## src/rtl/axi_trace_capture.sv

```systemverilog
// Passive AXI AW/AR tracer: timestamps each handshaked address beat into a circular
// record buffer that drains over a valid/ready stream, counting records lost to overflow.
package axi_trace_pkg;
    typedef struct packed {
        logic [3:0]  id;
        logic [63:0] addr;
        logic [7:0]  len;
        logic [2:0]  size;
        logic [1:0]  burst;
        logic        lock;
        logic [3:0]  cache;
        logic [2:0]  prot;
        logic [3:0]  qos;
    } axi_ax_t;

    typedef struct packed {
        axi_ax_t     aw;
        logic        aw_valid;
        logic [63:0] w_data;
        logic        w_valid;
        logic        b_ready;
        axi_ax_t     ar;
        logic        ar_valid;
        logic        r_ready;
    } axi_req_t;

    typedef struct packed {
        logic aw_ready;
        logic ar_ready;
        logic w_ready;
        logic b_valid;
        logic r_valid;
    } axi_resp_t;
endpackage

module axi_trace_capture #(
    parameter int unsigned Depth     = 16,
    parameter int unsigned TsWidth   = 32,
    parameter int unsigned IdWidth   = 4,
    parameter int unsigned AddrWidth = 64,
    parameter type axi_req_t  = axi_trace_pkg::axi_req_t,
    parameter type axi_resp_t = axi_trace_pkg::axi_resp_t,
    localparam int unsigned RecWidth  = 1 + IdWidth + AddrWidth + 8 + 3 + 2 + TsWidth,
    localparam int unsigned FillWidth = $clog2(Depth + 1)
) (
    input  logic                 clk_i,
    input  logic                 rst_ni,
    input  logic                 enable_i,
    input  axi_req_t             axi_req_i,
    input  axi_resp_t            axi_resp_i,
    output logic                 trace_valid_o,
    input  logic                 trace_ready_i,
    output logic [RecWidth-1:0]  trace_o,
    output logic [FillWidth-1:0] fill_o,
    output logic [15:0]          drop_cnt_o
);
    localparam int unsigned PtrWidth = $clog2(Depth);
    localparam logic [FillWidth-1:0] Full       = FillWidth'(Depth);
    localparam logic [FillWidth-1:0] AlmostFull = FillWidth'(Depth - 1);

    logic [RecWidth-1:0]  mem_q [Depth];
    logic [PtrWidth-1:0]  wr_ptr_q, rd_ptr_q, ar_slot;
    logic [FillWidth-1:0] fill_q;
    logic [TsWidth-1:0]   ts_q;
    logic [15:0]          drop_q;
    logic                 aw_hs, ar_hs, push_aw, push_ar, pop;
    logic [1:0]           n_push, n_drop;
    logic [16:0]          drop_sum;
    logic [RecWidth-1:0]  aw_rec, ar_rec;
    logic                 unused_bus;

    // Only address-channel fields are recorded; the rest of the bus is snooped for nothing.
    assign unused_bus = ^{axi_req_i, axi_resp_i};

    assign aw_hs = enable_i & axi_req_i.aw_valid & axi_resp_i.aw_ready;
    assign ar_hs = enable_i & axi_req_i.ar_valid & axi_resp_i.ar_ready;

    assign aw_rec = {1'b0, IdWidth'(axi_req_i.aw.id), AddrWidth'(axi_req_i.aw.addr),
                     axi_req_i.aw.len, axi_req_i.aw.size, axi_req_i.aw.burst, ts_q};
    assign ar_rec = {1'b1, IdWidth'(axi_req_i.ar.id), AddrWidth'(axi_req_i.ar.addr),
                     axi_req_i.ar.len, axi_req_i.ar.size, axi_req_i.ar.burst, ts_q};

    // Space is judged on the fill at cycle start; a pop in the same cycle frees nothing.
    always_comb begin
        push_aw  = aw_hs && (fill_q != Full);
        push_ar  = ar_hs && ((fill_q < AlmostFull) || ((fill_q == AlmostFull) && !aw_hs));
        n_push   = {1'b0, push_aw} + {1'b0, push_ar};
        n_drop   = {1'b0, aw_hs & ~push_aw} + {1'b0, ar_hs & ~push_ar};
        ar_slot  = wr_ptr_q + PtrWidth'(push_aw);
        drop_sum = {1'b0, drop_q} + 17'(n_drop);
        pop      = (fill_q != '0) && trace_ready_i;
    end

    always_ff @(posedge clk_i or negedge rst_ni) begin
        if (!rst_ni) begin
            wr_ptr_q <= '0;
            rd_ptr_q <= '0;
            fill_q   <= '0;
            ts_q     <= '0;
            drop_q   <= '0;
        end else begin
            wr_ptr_q <= wr_ptr_q + PtrWidth'(n_push);
            rd_ptr_q <= rd_ptr_q + PtrWidth'(pop);
            fill_q   <= fill_q + FillWidth'(n_push) - FillWidth'(pop);
            ts_q     <= ts_q + TsWidth'(1);
            drop_q   <= drop_sum[16] ? 16'hFFFF : drop_sum[15:0];
        end
    end

    always_ff @(posedge clk_i) begin
        if (push_aw) mem_q[wr_ptr_q] <= aw_rec;
        if (push_ar) mem_q[ar_slot]  <= ar_rec;
    end

    // Storage is not reset, so the head is masked to keep trace_o at zero when empty.
    assign trace_valid_o = (fill_q != '0);
    assign trace_o       = trace_valid_o ? mem_q[rd_ptr_q] : '0;
    assign fill_o        = fill_q;
    assign drop_cnt_o    = drop_q;
endmodule
```

## config.mk

```make
export PLATFORM = sky130hd
export DESIGN_NAME = axi_trace_capture
export DESIGN_NICKNAME = d
export VERILOG_FILES = /design/src/rtl/axi_trace_capture.sv
export SDC_FILE = /design/constraint.sdc
export NUM_CORES = 2
export LEC_CHECK = 0
export ABC_AREA = 0
export CAP_MARGIN = 20
export CORE_MARGIN = 2
export CORE_UTILIZATION = 60
export DETAILED_ROUTE_END_ITERATION = 6
export GPL_TIMING_DRIVEN = 0
export PLACE_DENSITY = 0.75
export SLEW_MARGIN = 10
export SYNTH_ARGS = -nofsm -noshare
export SYNTH_HDL_FRONTEND = slang
export SYNTH_SLANG_ARGS = --single-unit
```

## constraint.sdc

```tcl
create_clock -name clk_i -period 18.81 [get_ports clk_i]
set_input_delay 2.8215 -clock clk_i [delete_from_list [all_inputs] [get_ports clk_i]]
set_output_delay 2.8215 -clock clk_i [all_outputs]
set_load 0.02 [all_outputs]
```

# After elaboration in Yosys (flattened, before gate mapping)
# Memories as Yosys holds them, arrays and structs flattened.
# Index checks and enable logic that the tools add are counted.
[word_totals] register_bits=61 ram_bits=1824 inputBits=264 out_inout_bits=136 n_memories=1
[op_classes] n_addsub=9 n_lt_le_gt_ge=1 eq_ne=2 n_mux=6 n_bitwise=8 n_reduce_logical=7
[memory_table] memory="mem_q" words=16 word_bits=114 read_ports=1 rd_clocked_by_memory_dff=0 wr=2 line_no="61" source="logic [RecWidth-1:0] mem_q [Depth];"
[ops] op="$mux 114" n=1
[ops] op="$add 32x1->32 const B" n=1
[ops] op="$add 16x2->17" n=1
[ops] op="$mux 16" n=1
[ops] op="$add 4x1->4" n=2
[ops] op="$and 1x1->1" n=6
[ops] op="$add 5x2->5" n=1
[ops] op="$eq 5x4->1 const B" n=1
[ops] op="$lt 5x4->1 const B" n=1
[ops] op="$ne 5x5->1 const B" n=1
[ops] op="$reduce_bool 5->1" n=1
[ops] op="$sub 5x1->5" n=1
[ops] op="$add 1x1->2" n=2
[ops] op="$add 4x2->4" n=1
[ops] op="$logic_and 1x1->1" n=4
[ops] op="$mux 1" n=4
[ops] op="$not 1->1" n=2
[ops] op="$logic_not 1->1" n=1
[ops] op="$logic_or 1x1->1" n=1

# Logic depth before layout (Yosys ltp)
[depth] word_depth=11 mapped_depth=17 ltp_nobuf=15

# Least setup slack after synthesis
# No wires, ideal clock.
[synth_timing] path_kind="input -> register" startpoint="in axi_resp_i[4] (netlist name)" endpoint="mem mem_q[2][0] (netlist name), enable pin" setup_time_ns=0.519 t_arrival_ns=7.794 setup_slack_ns=10.498 cell_stages=11 path_cell_list="nand3_2 -> buf_6 -> buf_6 -> buf_12 -> nor2_1 -> ha_1 -> ha_1 -> nor3b_1 -> a31oi_1 -> inv_1 -> clkbuf_1"
[synth_lines] item="start, declared" line_no="50" source="input axi_resp_t axi_resp_i,"
[synth_lines] item="end, declared" line_no="61"

# Worst setup path after layout
[layout_timing] startpoint="reg rd_ptr_q[1]" endpoint="out trace_o[109]"
[layout_via] elab_chain_cells=2
[layout_lines] item="start, declared" line_no="62" source="logic [PtrWidth-1:0] wr_ptr_q, rd_ptr_q, ar_slot;"
[layout_lines] item="start signal, assigned" line_no="103" source="rd_ptr_q <= rd_ptr_q + PtrWidth'(pop);"
[layout_lines] item="$mem_v2 16x114"
[layout_lines] item="$mux 114" line_no="117" source="assign trace_o = trace_valid_o ? mem_q[rd_ptr_q] : '0;"
[layout_lines] item="end, declared" line_no="53" source="output logic [RecWidth-1:0] trace_o,"
# No other way between the ends.

==> impl_metrics.tcl <==
set metrics [dict create \
    final.setup.tns_ns 0 \
    antenna_found_initial 34 \
    row_count 148 \
    maxCapViolCount 0 \
    start_util_pct 60.4 \
    synthDistinctLibCells 58 \
    r2r_slack_ns 12.93 \
    wirelength_met1_mm 115 \
    cts.path.max_buffers 3 \
    root_buffer "clkbuf_16" \
    dp.cells 9533 \
    via_per_inst 6.93 \
    violations "design-rule violations" \
    worstSkewPairLatency_ns 0.88 \
    status "finished, violations left" \
    rsz0062_at_grt "no" \
    pin_count 400 \
    crit_type "flip-flop to output pin" \
    power_density_mw_per_mm2 123 \
    wl_per_cell_um 34.6 \
    area_delta_synth_final_pct 13.2 \
    firstDrtPassIters 7 \
    start_kind "flip-flop" \
    syn_area_mm2 0.0982 \
    place_hpwl_mm 231 \
    track_usage_pct 40.9 \
    hold_viol 0 \
    synth_ff_type "edfxtp_1" \
    clock-sinks 1885 \
    crit_arrival_ns 5.70 \
    postCtsHoldBufs 0 \
    synth_seq_cells 1885 \
    fin_crit_ns 8.53 \
    peakVddDrop_mv 0.119 \
    ctsHtreeMaxLevel 4 \
    die_w_um 408 \
    routed_wl_mm 344 \
    power.total_mw 13.7 \
    vias 68836 \
    fmax_mhz 117 \
    final_common_cell "edfxtp_1" \
    fin_area_mm2 0.111 \
    synth.yosys.seq_area_share_pct 57.2 \
    instances_no_fill 9940 \
    critPathMaxFanout 10 \
    worst_slew_pin_slew_ns 1.32 \
    fp.coreArea_mm2 0.163 \
    yosysTopAreaCellShare_pct 55.3 \
    fin_crit_sh_pct 45.3 \
    required_ns 15.99 \
    syn-instance-count 7050 \
    syn_area_per_cell_um2 13.9 \
    power.leakage_nw 42.0 \
    grt_pass1_wl_mm 484 \
    top_layer "met5" \
    ant_nets 0 \
    syn_nets 7335 \
    drt_iter0_markers 11515 \
    slew_violations 0 \
    cts_buffers 195 \
    overflow 0 \
    synthTopCellsByArea "edfxtp_1 55%, mux2i_1 16%, mux4_2 10%" \
    finalSetupViolCount 0 \
    end_kind "output pin" \
    cts_tree "done" \
    gp_congestion 0.926 \
    cts.clk_slew.worst_paths_ns 0.06 \
    cts_setup_buffers 0 \
    drive_above_1_share_pct 17.4 \
    grt_pass1_vias 68258 \
    fin_nets 7846 \
    dieArea_mm2 0.167 \
    fp.dieH_um 408 \
    met3_length_mm 52.3 \
    fillCellCount 11522 \
    grt_max_degree 54 \
    synthArstFlopShare_pct 3.24 \
    final_cell_mix "1808 x edfxtp_1, 1524 x mux2i_1, 1347 x nand2_1, 456 x mux4_2, 392 x clkbuf_1" \
    min_path_type "flip-flop to flip-flop" \
    synth_edf_count 1808 \
    maxSlewHeadroom_pct 11.8 \
    post_dp_cell_area_mm2 0.105 \
    final_util_pct 68.4 \
    synth_top_area_cell "edfxtp_1" \
    route.met2.wl_mm 150 \
    port_buffers 224 \
    yosys_warnings 0 \
    drc_errors 2 \
    hold_depth 2 \
    r2r_cells 16 \
    cts_resized 0 \
    skew_ns 0.0347 \
]
path summary, 6_finish.rpt:
kind | to | start
worst max-delay path | trace_o[109] | rd_ptr_q[1]$_DFF_PN0_
worst min-delay path | mem_q[11][113]$_SDFFE_PP1P_ | mem_q[11][113]$_SDFFE_PP1P_
max in group asynchronous | ts_q[27]$_DFF_PN0_ | rst_ni
worst min register to register | mem_q[11][113]$_SDFFE_PP1P_ | mem_q[11][113]$_SDFFE_PP1P_
min in group asynchronous | drop_cnt_o[13]$_DFF_PN0_ | rst_ni
worst max register to register | mem_q[5][44]$_DFFE_PP_ | fill_o[2]$_DFF_PN0_
sequential cells by signal, indices dropped and copies added, names as in the netlist:
| name | cells |
|---|---|
| drop_cnt_o | 16 |
| fill_o | 5 |
| mem_q | 1824 |
| rd_ptr_q | 4 |
| ts_q | 32 |
| wr_ptr_q | 4 |
Yosys cell counts (3+ instances only):
master and n:
and2_1 33, buf_4 122, nor3b_1 4, a21oi_1 27, edfxtp_1 1808, nand3_1 25, clkbuf_1 351, nand2b_1 7
o22ai_1 114, xor2_1 17, mux2i_1 1524, inv_1 101, nor2b_1 4, xnor2_1 30, o21bai_1 4, a21boi_1 21
nor4_4 10, nor2_1 12, ha_1 18, and4_1 6, mux4_2 456, o211ai_1 8, a21boi_0 309, nand2_1 1358
buf_1 34, fa_1 3, o21a_1 128, dfxtp_1 16, a31oi_1 3, buf_2 292, nor3_1 5, or2_2 6
and3_1 14, buf_6 66, nand4_1 15, dfrtp_1 61, or4_1 10
area by class of cell:
cell class              instances  area, um2  share of cell area [%]
repair buffers                314       3950                    3.55
inverters                     102        383                   0.344
plain buffers                 868       4640                    4.17
flip-flops and latches       1885      56100                    50.5
clock inverters               106        815                   0.733
well taps                    2175       2720                    2.45
diodes                         38       95.1                  0.0855
clock buffers                 257       5270                    4.74
multi-input cells            4195      37100                    33.4
worst max-delay path: stages (launching register included):
cell and delay [ns]:
dfrtp_1 0.37, clkbuf_1 0.40, clkbuf_1 0.91, clkbuf_1 0.95, mux4_2 0.42, mux2i_1 0.10, o22ai_1 0.87, clkdlybuf4s50_1 0.78
logic make-up (layout without fill, tap and decap cells):
logic type	after synthesis	in the layout	share of synthesized area (%)
mux	1982	1982	26.0
other cells	0	38	0
flops	1885	1885	57.2
compound gates	623	623	4.55
fa+ha+maj	21	21	0.291
simple gates	1522	1522	6.43
buf+inv	970	1647	5.10
xor+xnor	47	47	0.419
per-stage QoR:
| stage | hold slack, ns | setup slack [ns] |
|---|---|---|
| CTS | 0.441 | 10.58 |
| global placement | 0.427 | 5.09 |
| detailed placement | 0.431 | 10.41 |
| global route | 0.457 | 10.53 |
| finish | 0.444 | 10.28 |
| floorplan | 0.418 | 10.50 |
power breakdown:
group / total, mW / internal (mW) / leakage (nW) / switching, mW
clock: 3.81 / 2.10 / 2.96 / 1.71
sequential: 4.87 / 4.80 / 16.9 / 0.0702
combinational: 4.98 / 1.93 / 22.2 / 3.05
routing by layer:
metal / vias to the layer above / GRT usage [%]
li1: 27303 / -
met2: 5898 / 60.0
met1: 34248 / 51.9
met5: - / 0
met3: 1361 / 14.2
met4: 26 / 26.1
No activity file was read; power rests on OpenSTA's default activity.
